===== config.mk =====
export PLATFORM = sky130hd
export DESIGN_NAME = seg7_scan_ctrl
export DESIGN_NICKNAME = d
export VERILOG_FILES = /design/src/rtl/seg7_scan_ctrl.sv
export SDC_FILE = /design/constraint.sdc
export NUM_CORES = 1
export LEC_CHECK = 0
export CAP_MARGIN = 10
export CORE_AREA = 2 2 90 83
export CTS_CLUSTER_SIZE = 12
export DETAILED_ROUTE_END_ITERATION = 6
export DIE_AREA = 0 0 92 85
export PLACE_DENSITY_LB_ADDON = 0.08
export SYNTH_ARGS = -nofsm -noshare
export SYNTH_HDL_FRONTEND = slang
export SYNTH_SLANG_ARGS = --single-unit

===== constraint.sdc =====
create_clock -name in_clk -period 2.4 [get_ports in_clk]
set_input_delay 0.6 -clock in_clk [delete_from_list [all_inputs] [get_ports in_clk]]
set_output_delay 0.6 -clock in_clk [all_outputs]
set_load 0.1 [all_outputs]

===== src/rtl/seg7_scan_ctrl.sv =====
// Time-multiplexed N-digit common-anode 7-segment driver with frame-synchronous double buffering.
// Optional decimal-point support is compiled in when SEG7_DP_EN is defined.
module seg7_scan_ctrl #(
    parameter int NUM_DIGITS = 4,
    parameter int DIV_LOG2   = 17
) (
    input  logic                    in_clk,
    input  logic                    reset,
    input  logic [4*NUM_DIGITS-1:0] data_in,
    input  logic                    data_we,
    input  logic                    lz_en,
    input  logic [3:0]              brightness,
    input  logic [NUM_DIGITS-1:0]   blank_mask,
`ifdef SEG7_DP_EN
    input  logic [NUM_DIGITS-1:0]   dp_in,
    output logic                    dp,
`endif
    output logic [NUM_DIGITS-1:0]   anode,
    output logic [6:0]              catode,
    output logic                    frame_done
);

    localparam int IDX_W = (NUM_DIGITS > 1) ? $clog2(NUM_DIGITS) : 1;
    localparam logic [IDX_W-1:0] LAST_IDX = IDX_W'(NUM_DIGITS - 1);

    logic [DIV_LOG2-1:0]     slot_cnt;
    logic [IDX_W-1:0]        digit_idx;
    logic [4*NUM_DIGITS-1:0] shadow_data;
    logic [4*NUM_DIGITS-1:0] active_data;
    logic                    tick;
    logic                    frame_boundary;

    logic [NUM_DIGITS-1:0]   lz_vec;
    logic [NUM_DIGITS-1:0]   anode_sel;
    logic [3:0]              cur_nibble;
    logic                    cur_blank;
    logic                    cur_lz;
    logic                    pwm_on;
    logic                    lit;

`ifdef SEG7_DP_EN
    logic [NUM_DIGITS-1:0]   dp_shadow;
    logic [NUM_DIGITS-1:0]   dp_active;
    logic                    cur_dp;
`endif

    function automatic logic [6:0] seg7_decode(input logic [3:0] value);
        logic [6:0] seg;
        case (value)
            4'h0: seg = 7'h3F;
            4'h1: seg = 7'h06;
            4'h2: seg = 7'h5B;
            4'h3: seg = 7'h4F;
            4'h4: seg = 7'h66;
            4'h5: seg = 7'h6D;
            4'h6: seg = 7'h7D;
            4'h7: seg = 7'h07;
            4'h8: seg = 7'h7F;
            4'h9: seg = 7'h67;
            4'hA: seg = 7'h77;
            4'hB: seg = 7'h7C;
            4'hC: seg = 7'h39;
            4'hD: seg = 7'h5E;
            4'hE: seg = 7'h79;
            default: seg = 7'h71;
        endcase
        return seg;
    endfunction

    assign tick           = &slot_cnt;
    assign frame_boundary = tick && (digit_idx == LAST_IDX);

    always_ff @(posedge in_clk or posedge reset) begin
        if (reset) begin
            slot_cnt  <= '0;
            digit_idx <= '0;
        end else begin
            slot_cnt <= slot_cnt + 1'b1;
            if (tick) begin
                digit_idx <= (digit_idx == LAST_IDX) ? '0 : digit_idx + 1'b1;
            end
        end
    end

    // Active data only changes on the frame boundary so a frame never shows a mix of old and new values.
    always_ff @(posedge in_clk or posedge reset) begin
        if (reset) begin
            shadow_data <= '0;
            active_data <= '0;
        end else begin
            if (data_we) begin
                shadow_data <= data_in;
            end
            if (frame_boundary) begin
                active_data <= data_we ? data_in : shadow_data;
            end
        end
    end

`ifdef SEG7_DP_EN
    always_ff @(posedge in_clk or posedge reset) begin
        if (reset) begin
            dp_shadow <= '0;
            dp_active <= '0;
        end else begin
            if (data_we) begin
                dp_shadow <= dp_in;
            end
            if (frame_boundary) begin
                dp_active <= data_we ? dp_in : dp_shadow;
            end
        end
    end
`endif

    // Scan from the top digit down; once a non-zero nibble (or a lit dp) is seen, nothing below is suppressed.
    always_comb begin : lz_scan
        logic keep;
        keep   = 1'b0;
        lz_vec = '0;
        for (int i = NUM_DIGITS - 1; i >= 0; i--) begin
            keep = keep | (active_data[4*i +: 4] != 4'h0);
`ifdef SEG7_DP_EN
            keep = keep | dp_active[i];
`endif
            lz_vec[i] = lz_en && !keep && (i != 0);
        end
    end

    always_comb begin
        cur_nibble = 4'h0;
        cur_blank  = 1'b0;
        cur_lz     = 1'b0;
        anode_sel  = '1;
`ifdef SEG7_DP_EN
        cur_dp     = 1'b0;
`endif
        for (int i = 0; i < NUM_DIGITS; i++) begin
            if (digit_idx == IDX_W'(i)) begin
                cur_nibble   = active_data[4*i +: 4];
                cur_blank    = blank_mask[i];
                cur_lz       = lz_vec[i];
                anode_sel[i] = 1'b0;
`ifdef SEG7_DP_EN
                cur_dp       = dp_active[i];
`endif
            end
        end
    end

    assign pwm_on = (slot_cnt[DIV_LOG2-1 -: 4] <= brightness);
    assign lit    = pwm_on && !cur_blank && !cur_lz;

    // Registering the pin drivers keeps the anode/segment switch glitch-free at slot changes.
    always_ff @(posedge in_clk or posedge reset) begin
        if (reset) begin
            anode      <= '1;
            catode     <= 7'h00;
            frame_done <= 1'b0;
        end else begin
            anode      <= lit ? anode_sel : '1;
            catode     <= lit ? seg7_decode(cur_nibble) : 7'h00;
            frame_done <= frame_boundary;
        end
    end

`ifdef SEG7_DP_EN
    always_ff @(posedge in_clk or posedge reset) begin
        if (reset) begin
            dp <= 1'b0;
        end else begin
            dp <= lit && cur_dp;
        end
    end
`endif

endmodule


==> Implementation_results.wiki <==
{| class="wikitable"
! Metric !! Value
|-
| Actual transition at the worst max-transition pin || about 0.44 ns
|-
| Total Neg Setup Slack || 0 ns
|-
| Die span in x || around 92 um
|-
| First-pass GRT wire length || 9820 um
|-
| Clock insertion delay at the later pin of the skew report || 0.35 ns
|-
| Top post-synthesis cells by count || 59 x sky130_fd_sc_hd__dfrtp_1, 23 x sky130_fd_sc_hd__nand2_1, 18 x sky130_fd_sc_hd__mux2_2
|-
| Leak Pwr || 1.77 nW
|-
| Most common flop cell mapped by yosys || sky130_fd_sc_hd__dfrtp_1
|-
| Number of violations reported at the end of detailed-routing iteration 0 || 79
|-
| CTS Buf Count || 9
|-
| Worst EP arrival || 2.48 ns
|-
| Clk slew on worst S/H paths || ~0.07 ns
|-
| Vias per cell || 5.03
|-
| Maximum VDD drop || around 0.44 mV
|-
| Total via count after detailed routing || 2043
|-
| Type of the tightest min-delay check || flip-flop to flip-flop
|-
| Run status || finished clean
|-
| Input/output buffers || 39
|-
| Proportion of layout cells with a drive suffix above 1 || 0.281
|-
| Bufs on Longest Clock Path || 2
|-
| Post-Synthesis Net Count || 295
|-
| Area Overhead vs Synth || 26.0%
|-
| Number of cells in the design after placement || between 300 and 400
|-
| Root Driver || sky130_fd_sc_hd__clkbuf_8
|-
| Maximum frequency from static timing analysis || between 400 and 500 MHz
|-
| Largest cells by area after synthesis || sky130_fd_sc_hd__dfrtp_1 48%, sky130_fd_sc_hd__mux2_2 6.6%, sky130_fd_sc_hd__ha_1 6.1%
|-
| Total Die Area || 0.00782 sq mm
|-
| Kind of start point of the critical path || flip-flop
|-
| Initial antenna violation count || 0
|-
| Clock Sink Count || 63
|-
| Post-placement worst setup slack || 0.00104 ns
|-
| Count of flip-flops with a built-in enable after synthesis || 0
|-
| Ant. Diodes || 0
|-
| Crit path max fanout || 8
|-
| Post-route clock period utilization || 0.937
|-
| Maximum level of the CTS H-tree || 3
|-
| Overall track demand over capacity in global routing || 0.162
|-
| Setup CP Type || flip-flop to flip-flop
|-
| Total wire length || about 5600 um
|-
| Most frequent cell after synthesis || sky130_fd_sc_hd__dfrtp_1
|-
| DIE HEIGHT || between 80 and 90 um
|-
| Share of flip-flops with an asynchronous set or reset || 1.00
|-
| GP Congestion || 0.883
|-
| Final global-route overflow total || 0
|-
| Pins over their slew limit || 0
|-
| Worst hold slack after final layout || 0.470 ns
|-
| HPWL reported at the end of detailed placement || 4100 um
|-
| Total I/O pin count || 40
|-
| Initial core utilization || 0.447
|-
| Synth Register Bits || 63
|-
| Max-cap viol count || 0
|-
| Nature of the critical path endpoint || flip-flop
|-
| # hold bufs at CTS || 0
|-
| Placeable Area || 0.00689 sq mm
|-
| Max_slew headroom || 0.709
|-
| Mean instance size in the synthesized netlist || 12.2 sq um
|-
| Fraction of synthesized cell area taken by the top area cell type || 0.479
|-
| Utilization after layout || 0.564
|-
| Count of synthesis-stage warnings from yosys || 0
|-
| Number of design rule violations left after detail routing || 0
|-
| Final-report hold violation count || 0
|-
| Cells after Synth || 252
|-
| Seq/Total Area, Yosys || 0.513
|-
| Worst setup skew after layout || 0.00941 ns
|-
| RSZ-0062 raised after global routing || false
|-
| Top cell type by total area after synthesis || sky130_fd_sc_hd__dfrtp_1
|-
| Via count of the first global-routing pass || 2116
|-
| Minimum setup slack in the final design || 0.152 ns
|-
| Num rows || 29
|-
| Minimum period implied by the final worst setup slack || 2.25 ns
|-
| DRT antenna net count || 0
|-
| Setup-violating endpoint count in the final report || 0
|-
| TritonCTS clock tree || yes
|-
| Number of filler cells placed in the layout || 601
|-
| Non-filler cells, final || just over 400
|-
| Yosys cell types || 51
|-
| Total power density per cell area || 573 mW/mm^2
|-
| CP required || around 2.6 ns
|-
| Iteration count of the initial detailed-routing pass || 5
|-
| Routed length per instance || 13.9 um
|-
| Netlist area before placement || 0.00308 sq mm
|-
| Largest net degree at the start of global routing || 64
|-
| Total number of nets in the final design || around 350
|}
registers in the layout, summed over array words and instances (netlist names):
register / cells
shadow_data: 16
slot_cnt: 17
catode: 7
frame_done: 1
anode: 4
active_data: 16
digit_idx: 2
per-layer routing:
metal,global-route usage,routed length [um],part of all wire,up-vias
met1,0.207,2700,0.48,1006
met4,0.0665,107,0.019,0
met3,0.0577,248,0.044,8
li1,-,-,-,996
met2,0.254,2580,0.46,33
met5,0,0,0,-
report_power, final:
part           internal, W  switching, W  total (W)
clock network     0.000529      0.000395   0.000924
logic            0.0000884      0.000111   0.000200
registers          0.00110    0.00000715    0.00110
layout make-up:
type | instances | area [sq um] | share of cell area
multi-input cells | 165 | 1420 | 0.364
flip-flops and latches | 63 | 1580 | 0.407
clock buffers | 12 | 155 | 0.0399
well taps | 93 | 116 | 0.0299
clock inverters | 3 | 42.5 | 0.0109
inverters | 15 | 56.3 | 0.0145
repair buffers | 55 | 518 | 0.133
final timing paths:
path	start	endpoint	slack, ns	cells past startpoint
hold / removal	slot_cnt[10]$_DFF_PP0_	slot_cnt[10]$_DFF_PP0_	0.47	1
max in group asynchronous	reset	anode[1]$_DFF_PP1_	1.44	3
setup reg to reg	digit_idx[0]$_DFFE_PP0N_	catode[3]$_DFF_PP0_	0.15	11
setup / recovery	digit_idx[0]$_DFFE_PP0N_	catode[3]$_DFF_PP0_	0.15	11
hold reg to reg	slot_cnt[10]$_DFF_PP0_	slot_cnt[10]$_DFF_PP0_	0.47	1
min in group asynchronous	reset	slot_cnt[5]$_DFF_PP0_	0.63	3
cells in the final DEF (no fill, tap or decap), types with 2 or more instances in the layout:
master / synthesis / layout
sky130_fd_sc_hd__ha_4: 0 / 2
sky130_fd_sc_hd__buf_12: 0 / 3
sky130_fd_sc_hd__xor2_1: 4 / 4
sky130_fd_sc_hd__nand2_1: 23 / 23
sky130_fd_sc_hd__inv_1: 13 / 12
sky130_fd_sc_hd__o211ai_1: 2 / 2
sky130_fd_sc_hd__clkdlybuf4s50_1: 0 / 27
sky130_fd_sc_hd__nor3_1: 3 / 3
sky130_fd_sc_hd__nor3_2: 3 / 3
sky130_fd_sc_hd__o21ai_0: 6 / 6
sky130_fd_sc_hd__ha_1: 15 / 12
sky130_fd_sc_hd__buf_4: 4 / 25
sky130_fd_sc_hd__a32oi_1: 2 / 2
sky130_fd_sc_hd__a21oi_1: 5 / 5
sky130_fd_sc_hd__mux2_1: 12 / 12
sky130_fd_sc_hd__and3_1: 5 / 5
sky130_fd_sc_hd__xnor2_1: 10 / 10
sky130_fd_sc_hd__inv_2: 2 / 3
sky130_fd_sc_hd__a211oi_1: 3 / 3
sky130_fd_sc_hd__clkbuf_8: 0 / 11
sky130_fd_sc_hd__mux2_2: 18 / 18
sky130_fd_sc_hd__o31a_1: 2 / 2
sky130_fd_sc_hd__nand3_1: 11 / 11
sky130_fd_sc_hd__nor2_1: 6 / 6
sky130_fd_sc_hd__nand2b_1: 2 / 2
sky130_fd_sc_hd__and4_1: 3 / 3
sky130_fd_sc_hd__nor2_4: 2 / 2
sky130_fd_sc_hd__o221a_4: 3 / 3
sky130_fd_sc_hd__dfstp_2: 4 / 4
sky130_fd_sc_hd__dfrtp_1: 59 / 59
sky130_fd_sc_hd__mux2i_1: 3 / 3
cells by family (layout without fill, tap and decap cells):
kind of cell    Yosys count  after routing  synth area share
buf+inv                  24             85            0.0402
mux                      33             33             0.119
flops                    63             63             0.513
compound gates           35             35             0.105
xor+xnor                 14             14            0.0398
fa+ha+maj                15             15            0.0609
simple gates             68             68             0.123
repair_timing:
action | CTS | global route
gates resized for setup | 0 | 5
setup buffers | 0 | 0
endpoints found under the setup margin | 0 | 6
worst max-delay path, cell delays in order, from the launching register on:
cell and delay [ns]:
sky130_fd_sc_hd__dfrtp_1 0.39, sky130_fd_sc_hd__inv_1 0.07, sky130_fd_sc_hd__ha_1 0.32, sky130_fd_sc_hd__a21oi_1 0.15
sky130_fd_sc_hd__o21ai_0 0.12, sky130_fd_sc_hd__a22oi_2 0.18, sky130_fd_sc_hd__inv_1 0.12, sky130_fd_sc_hd__ha_4 0.29
sky130_fd_sc_hd__inv_1 0.05, sky130_fd_sc_hd__nand3_1 0.07, sky130_fd_sc_hd__a21oi_1 0.08, sky130_fd_sc_hd__o31a_1 0.30
through the flow:
stage | total power, W | area (sq um)
final | 0.00223 | 3890
after global routing | 0.00232 | 3890
after CTS | 0.00226 | 3850
after detailed placement | 0.00133 | 3650
after global placement | 0.00133 | 3650
after floorplan | 0.00125 | 3080
(Power assumes the default switching activity.)
